File: src/rtl/umem_pkg.sv
// Shared types for the byte-serial memory port sequencer.
// Pure declarations: no logic, no latency.
// No flow control lives here.
package umem_pkg;

    typedef enum logic [1:0] {
        IDLE  = 2'd0,
        XFER  = 2'd1,
        DRAIN = 2'd2,
        RESP  = 2'd3
    } state_t;

    localparam int LANE_W = 8;

endpackage

File: src/rtl/umem_port_seq.sv
// Host-word to byte-memory sequencer, little-endian, one byte per cycle; optional UMEM_BOUNDS_CHECK_EN.
// Latency accept->rsp_valid: NB+1 (write), NB+2 (read), 1 (out-of-bounds, when checked).
// Backpressure: req_ready only in IDLE; the response holds stable in RESP until rsp_ready.
module umem_port_seq
    import umem_pkg::*;
#(
    parameter int DATA_W = 32,
    parameter int ADDR_W = 8,
    parameter int DEPTH  = 256
) (
    input  logic              clk,
    input  logic              nreset,
    input  logic              req_valid,
    output logic              req_ready,
    input  logic              req_write,
    input  logic [ADDR_W-1:0] req_addr,
    input  logic [DATA_W-1:0] req_wdata,
    output logic              rsp_valid,
    input  logic              rsp_ready,
    output logic [DATA_W-1:0] rsp_rdata,
    output logic              rsp_err,
    output logic [ADDR_W-1:0] mem_addr,
    output logic              mem_we,
    output logic              mem_re,
    output logic [7:0]        mem_wdata,
    input  logic [7:0]        mem_rdata
);

    localparam int NB    = DATA_W / LANE_W;
    localparam int CNT_W = (NB > 1) ? $clog2(NB) : 1;

`ifdef UMEM_BOUNDS_CHECK_EN
    localparam bit BOUNDS_EN = 1'b1;
`else
    localparam bit BOUNDS_EN = 1'b0;
`endif

    state_t            state;
    logic [CNT_W-1:0]  cnt;
    logic [ADDR_W-1:0] base_q;
    logic [DATA_W-1:0] wdata_q;
    logic [DATA_W-1:0] rdata_q;
    logic              write_q;

    logic [ADDR_W:0]   last_addr;
    logic              oob;
    logic              cnt_last;
    logic [DATA_W-1:0] rdata_shift;

    // Last byte address is formed one bit wider so a wrapping request is caught.
    assign last_addr = {1'b0, req_addr} + (ADDR_W+1)'(NB - 1);
    assign oob       = BOUNDS_EN && (last_addr > (ADDR_W+1)'(DEPTH - 1));
    assign cnt_last  = (32'(cnt) == NB - 1);
    assign rsp_rdata = rdata_q;

    // Read bytes enter at the top lane; after NB shifts byte 0 sits in the low lane.
    always_comb begin
        rdata_shift = rdata_q >> LANE_W;
        rdata_shift[DATA_W-1 -: LANE_W] = mem_rdata;
    end

    always_ff @(posedge clk or negedge nreset) begin
        if (!nreset) begin
            state     <= IDLE;
            cnt       <= '0;
            base_q    <= '0;
            wdata_q   <= '0;
            rdata_q   <= '0;
            write_q   <= 1'b0;
            req_ready <= 1'b0;
            rsp_valid <= 1'b0;
            rsp_err   <= 1'b0;
            mem_addr  <= '0;
            mem_we    <= 1'b0;
            mem_re    <= 1'b0;
            mem_wdata <= '0;
        end else begin
            case (state)
                IDLE: begin
                    req_ready <= 1'b1;
                    if (req_valid && req_ready) begin
                        req_ready <= 1'b0;
                        write_q   <= req_write;
                        base_q    <= req_addr;
                        rdata_q   <= '0;
                        cnt       <= '0;
                        if (oob) begin
                            state     <= RESP;
                            rsp_valid <= 1'b1;
                            rsp_err   <= 1'b1;
                        end else begin
                            state     <= XFER;
                            rsp_err   <= 1'b0;
                            mem_we    <= req_write;
                            mem_re    <= !req_write;
                            mem_addr  <= req_addr;
                            mem_wdata <= req_wdata[LANE_W-1:0];
                            wdata_q   <= req_wdata >> LANE_W;
                        end
                    end
                end
                XFER: begin
                    if (!write_q && cnt != '0) begin
                        rdata_q <= rdata_shift;
                    end
                    if (cnt_last) begin
                        mem_we    <= 1'b0;
                        mem_re    <= 1'b0;
                        mem_addr  <= '0;
                        mem_wdata <= '0;
                        if (write_q) begin
                            state     <= RESP;
                            rsp_valid <= 1'b1;
                        end else begin
                            state <= DRAIN;
                        end
                    end else begin
                        cnt       <= cnt + 1'b1;
                        mem_addr  <= base_q + ADDR_W'(cnt) + ADDR_W'(1);
                        mem_wdata <= wdata_q[LANE_W-1:0];
                        wdata_q   <= wdata_q >> LANE_W;
                    end
                end
                DRAIN: begin
                    rdata_q   <= rdata_shift;
                    state     <= RESP;
                    rsp_valid <= 1'b1;
                end
                RESP: begin
                    if (rsp_ready) begin
                        rsp_valid <= 1'b0;
                        rsp_err   <= 1'b0;
                        req_ready <= 1'b1;
                        state     <= IDLE;
                    end
                end
                default: begin
                    state <= IDLE;
                end
            endcase
        end
    end

endmodule

File: config.mk
export PLATFORM = sky130hd
export DESIGN_NAME = umem_port_seq
export DESIGN_NICKNAME = d
export VERILOG_FILES = /design/src/rtl/umem_pkg.sv /design/src/rtl/umem_port_seq.sv
export SDC_FILE = /design/constraint.sdc
export NUM_CORES = 1
export LEC_CHECK = 0
export ABC_AREA = 1
export BUFFER_PORTS_ARGS = -buffer_cell sky130_fd_sc_hd__buf_2
export CELL_PAD_IN_SITES_DETAIL_PLACEMENT = 1
export CELL_PAD_IN_SITES_GLOBAL_PLACEMENT = 2
export CORE_ASPECT_RATIO = 1.5
export CORE_MARGIN = 8
export CORE_UTILIZATION = 28
export CTS_CLUSTER_DIAMETER = 80
export DETAILED_ROUTE_END_ITERATION = 8
export PLACE_DENSITY_LB_ADDON = 0.1
export SETUP_SLACK_MARGIN = 0.3
export SLEW_MARGIN = 20
export SYNTH_ARGS = -nofsm -noshare
export SYNTH_HDL_FRONTEND = slang
export SYNTH_SLANG_ARGS = --single-unit
File: constraint.sdc
create_clock -name clk -period 1.6 [get_ports clk]
set_input_delay 0.24 -clock clk [delete_from_list [all_inputs] [get_ports clk]]
set_output_delay 0.24 -clock clk [all_outputs]
set_load 0.03 [all_outputs]
# Word-level counts from Yosys, hierarchy flattened
# Index checks and enable logic that the tools add are counted.
[totals] ramBits=0 romBits=0 latchBits=0 reg_bits=98 n_memories=0 in_bits=53
[op_classes] n_bitwise=1 n_shift=0 n_eq_ne=10 n_div=0 addsub=3 n_mul=0 n_reduce_logical=18 n_lt_le_gt_ge=0 n_mux=34
[ops] operator="$mux W32" count=4
[ops] operator="$pmux W32 S3" count=1
[ops] operator="$pmux W32 S2" count=1
[ops] operator="$mux W8" count=4
[ops] operator="$pmux W8 S2" count=2
[ops] operator="$reduce_and A3 Y1" count=5
[ops] operator="$ne A2 B2 Y1 const B" count=6
[ops] operator="$mux W1" count=10
[ops] operator="$mux W2" count=5
[ops] operator="$add A8 B1 Y8 const B" count=1
[ops] operator="$add A8 B2 Y8" count=1
[ops] operator="$pmux W1 S2" count=4
[ops] operator="$pmux W2 S4" count=1
[ops] operator="$eq A2 B2 Y1 const B" count=3
[ops] operator="$reduce_and A2 Y1" count=3
[ops] operator="$reduce_bool A2 Y1" count=3
[ops] operator="$pmux W2 S2" count=1
[ops] operator="$reduce_and A4 Y1" count=1
[ops] operator="$pmux W1 S3" count=1
[ops] operator="$reduce_bool A3 Y1" count=1
[ops] operator="$add A2 B1 Y2 const B" count=1
[ops] operator="$eq A2 B1 Y1 const B" count=1
[ops] operator="$logic_and A1 B1 Y1" count=2
[ops] operator="$logic_not A1 Y1" count=2
[ops] operator="other kinds (2)" count=2

# Logic depth before layout (Yosys ltp)
[logic_depth] depth_word=4 depth_mapped=10

# Worst setup path before layout
# Ideal clock, no wire load.
[synth_timing] path_kind="register -> register" startpoint="reg state[1]" endpoint="reg cnt[1]" arrival_ns=1.484 required_ns=1.473 path_stages_with_launch=10 setup_time_ns=0.127 path_slack_ns=-0.011 path_buffers=2 cell_sequence="dfrtp_1 inv_1 ha_1 buf_2 nand2_1 nand2_4 inv_4 a21oi_4 buf_6 o21ai_0"
[synth_between] elab_chain_len=3 elab_cells_between_ends=7 classes_between="eq/ne (3); mux (1); reduce/logical (3)"
[synth_lines] element="start, declared" line="umem_port_seq.sv:38" source="state_t state;"
[synth_lines] element="start signal, assigned" line="umem_port_seq.sv:64" source="state <= IDLE;"
[synth_lines] element="start signal, assigned" line="umem_port_seq.sv:88" source="state <= RESP;"
[synth_lines] element="start signal, assigned" line="umem_port_seq.sv:92" source="state <= XFER;"
[synth_lines] element="$eq A2 B1 Y1 or $logic_not A2 Y1 (tied branches)" line="umem_port_seq.sv:78" source="case (state)"
[synth_lines] element="$ne A2 B2 Y1 (no line) or $reduce_bool A2 Y1 (tied branches)"
[synth_lines] element="$reduce_and A3 Y1 (no line)"
[synth_lines] element="end signal, assigned" line="umem_port_seq.sv:118" source="cnt <= cnt + 1'b1;"
[synth_lines] element="end, declared" line="umem_port_seq.sv:39" source="logic [CNT_W-1:0] cnt;"
# Parallel ways exist; a longest one is shown, timed or not.
# A chain may end at the register's enable or synchronous reset.

# Final worst setup path
[layout_timing] startpoint="reg state[0]" endpoint="reg wdata_q[1]"
[layout_between] elab_chain_len=3 elab_cells_between_ends=7 classes_between="eq/ne (3); mux (1); reduce/logical (3)"
[layout_lines] element="$eq A2 B1 Y1 or $logic_not A2 Y1 (tied branches)" line="umem_port_seq.sv:78"
[layout_lines] element="$ne A2 B2 Y1 (no line) or $reduce_bool A2 Y1 (tied branches)"
[layout_lines] element="$reduce_and A3 Y1 (no line)"
[layout_lines] element="end signal, assigned" line="umem_port_seq.sv:98" source="wdata_q <= req_wdata >> LANE_W;"
[layout_lines] element="end signal, assigned" line="umem_port_seq.sv:121" source="wdata_q <= wdata_q >> LANE_W;"
[layout_lines] element="end, declared" line="umem_port_seq.sv:41" source="logic [DATA_W-1:0] wdata_q;"
# Parallel ways exist; a longest one is shown, timed or not.

==> run summary <==
Synth cell types = 28
area of the multi-input gates = 2100 µm²
CP Launch Type = register
first-pass GRT wire length = 21.6 mm
non-filler cells, final = 824
worst min-delay path class = in2reg
Post-synth EDFFs = 0
R2R Setup Slk = -0.04 ns
static leakage = 3.12 nW
PortBufs = 104
RSZ-0062 raised after global routing = yes
Pins Over Slew Limit = 0
CP arrival = 1.90 ns
DP HPWL = 8.61 mm
# diodes = 0
Final Util = 0.442
Hold Path Cell Cnt = 3
area leader, netlist = dfrtp_1
clock buffer depth = 2
synthesized cell area = 4180 µm²
CTS root buf = clkbuf_16
Die Height = 166 µm
die area = 19200 µm²
initial antenna violation count = 2
grt ovf = 0
layout cell share with drive strength beyond 1 = 0.470
CP endpoint kind = register
Post-DRT Antenna Nets = 0
final worst setup slack = -0.0355 ns
status = finished, violations left
dpl cells = 773
chip width = 116 µm
Synth Instances = 483
critical path fanouts, max = 8
Clock Sink Count = 89
r2r endpoint = wdata_q[1]$_DFFE_PN0P_
Ports = 106
synth top area cells = dfrtp_1 (53%), nand2_1 (12%), o21ai_0 (8.9%)
initial DRC count = 86
synthesized net count = 546
# rows = 54
final wirelength = 14.0 mm
commonest cells in the netlist = nand2_1 (137), dfrtp_1 (89), o21ai_0 (74)
Worst Path Required = 1.86 ns
failing checks = negative setup slack
gpl congestion = 0.728
Place WS = -0.0728 ns
max_cap viols = 0
clk_lat worst skew = 0.34 ns
CTS buffer count = 9
CTS tree = built
Max Clock Freq = 611 MHz
top-area cell type share of the netlist area = 0.533
Hold Path End = base_q[4]$_DFFE_PN0P_
Hold Crit Start = req_addr[4]
WL per Instance = 17.0 µm
Initial DRT Pass Iterations = 4
Final Setup Violations = 11
most frequent cell after synthesis = nand2_1
worst vdd ir = 1270 µV
Clock Skew = 0.00982 ns
crit path kind = reg2reg
Seq/Total Area, Yosys = 0.533
largest net degree at the start of global routing = 45
vias in the first global route = 4149
FF+latch area = 2230 µm²
Placed Area = 5070 µm²
R2R depth = 10
Core Box Area = 14600 µm²
clock transition at the registers of the reported paths = 0.07 ns
area delta synth->final = 54.5%
via count = 3812
Final Hold Violating Endpoints = 0
pwr dens = 2370 nW/µm²
Seq cells post-synth = 89
nets@finish = 687
post-DR vias/cell = 4.63
Starting Density = 0.286
drc violations = 0
Fill cells = 1701
H-tree levels = 3
synth warn = 0
fin crit share = 1.02
Critical R2R Launch = state[0]$_DFFE_PN0P_
Period minus WS final = 1.64 ns
post-route cell area = 6450 µm²
Total GRT Usage = 0.145
Syn Area/Cell = 8.65 µm²
ys async rst share = 1.00
Post-synth top flop = dfrtp_1
==> stage by stage <==
| step | hold slack (ns) | total power [mW] | setup TNS [ns] |
|---|---|---|---|
| final | 0.109 | 15.3 | -0.128 |
| after global routing | 0.113 | 16.4 | -1.83 |
| after CTS | 0.0783 | 14.2 | 0 |
| after detailed placement | 0.162 | 10.6 | -0.185 |
| after global placement | 0.163 | 10.4 | -0.0752 |
| after floorplan | -0.0556 | 8.71 | 0 |
==> logic make-up (layout without fill, tap and decap cells) <==
kind of cell / Yosys count / in the layout / share of synthesized area
DFF: 89 / 89 / 0.533
adders and majority gates: 10 / 10 / 0.0318
and+or+nand+nor: 184 / 184 / 0.181
buffers and inverters: 74 / 219 / 0.0806
AOI/OAI and AO/OA: 125 / 125 / 0.173
other: 1 / 1 / 0.000898
==> area by class of cell <==
type / count / share of cell area
Sequential cell: 89 / 0.345
Multi-Input combinational cell: 320 / 0.326
Timing Repair Buffer: 156 / 0.206
Clock buffer: 11 / 0.0392
Tap cell: 196 / 0.0380
Inverter: 47 / 0.0320
Clock inverter: 4 / 0.0118
Timing Repair inverter: 1 / 0.000970
==> routing by layer <==
metal  part of all wire  GRT usage  vias to the layer above
li1                   -          -                     1844
met4              0.016     0.0480                        4
met3              0.054     0.0415                       16
met2               0.54      0.262                       76
met5             0.0011          0                        -
met1               0.39      0.159                     1872
==> flip-flops by register name (all words and copies together), names as in the netlist, 2 cells and up <==
register   count
rsp_rdata     32
base_q         8
mem_wdata      8
mem_addr       8
cnt            2
state          2
wdata_q       24
==> worst max-delay path, cell delays in order, from the launching register on <==
cell and delay [ns]:
dfrtp_2 0.45, inv_2 0.10, ha_4 0.18, nand3_4 0.09, nand2_4 0.09, inv_4 0.05
a21oi_4 0.15, buf_12 0.17, clkbuf_16 0.18, nand2_2 0.04, o21ai_1 0.07
==> worst max-delay path by stage <==
| stage | start | to | slack (ns) | depth (start not counted) |
|---|---|---|---|---|
| after floorplan | state[1]$_DFFE_PN0P_ | rsp_rdata[13]$_DFFE_PN0P_ | 0.05 | 10 |
| after global placement | state[1]$_DFFE_PN0P_ | wdata_q[11]$_DFFE_PN0P_ | -0.08 | 7 |
| after detailed placement | state[1]$_DFFE_PN0P_ | wdata_q[11]$_DFFE_PN0P_ | -0.07 | 7 |
| after CTS | cnt[0]$_DFFE_PN0P_ | mem_addr[6]$_DFFE_PN0P_ | 0.05 | 9 |
| after global routing | state[0]$_DFFE_PN0P_ | wdata_q[11]$_DFFE_PN0P_ | -0.08 | 10 |
| final | state[0]$_DFFE_PN0P_ | wdata_q[1]$_DFFE_PN0P_ | -0.04 | 10 |
==> what timing repair did <==
| item | 4_1_cts | 5_1_grt |
|---|---|---|
| hold endpoints to repair | 18 | 0 |
| cloned | 7 | 4 |
| buffers inserted | 17 | 7 |
| pin swaps | 17 | 21 |
| setup endpoints to repair | 87 | 89 |
| hold buffers | 1 | 0 |
| gates resized for setup | 75 | 105 |
==> power by group <==
group | internal (mW) | leakage [nW] | switching [mW]
Sequential | 3.27 | 1.14 | 0.632
Combinational | 3.63 | 1.83 | 5.42
Clock | 1.45 | 0.158 | 0.906
Total | 8.35 | 3.12 | 6.96
==> layout by cell type (no fill, tap or decap), types with 15 or more instances in the layout <==
| cell type | Yosys | final |
|---|---|---|
| inv_1 | 45 | 32 |
| buf_4 | 2 | 17 |
| nand2_1 | 137 | 102 |
| o21ai_2 | 14 | 28 |
| buf_2 | 9 | 103 |
| nand3_1 | 24 | 15 |
| nand2_4 | 1 | 24 |
| nand2_2 | 5 | 15 |
| o21ai_1 | 6 | 59 |
| dfrtp_1 | 89 | 88 |
| buf_12 | 0 | 15 |
No activity file was read; power rests on OpenSTA's default activity.
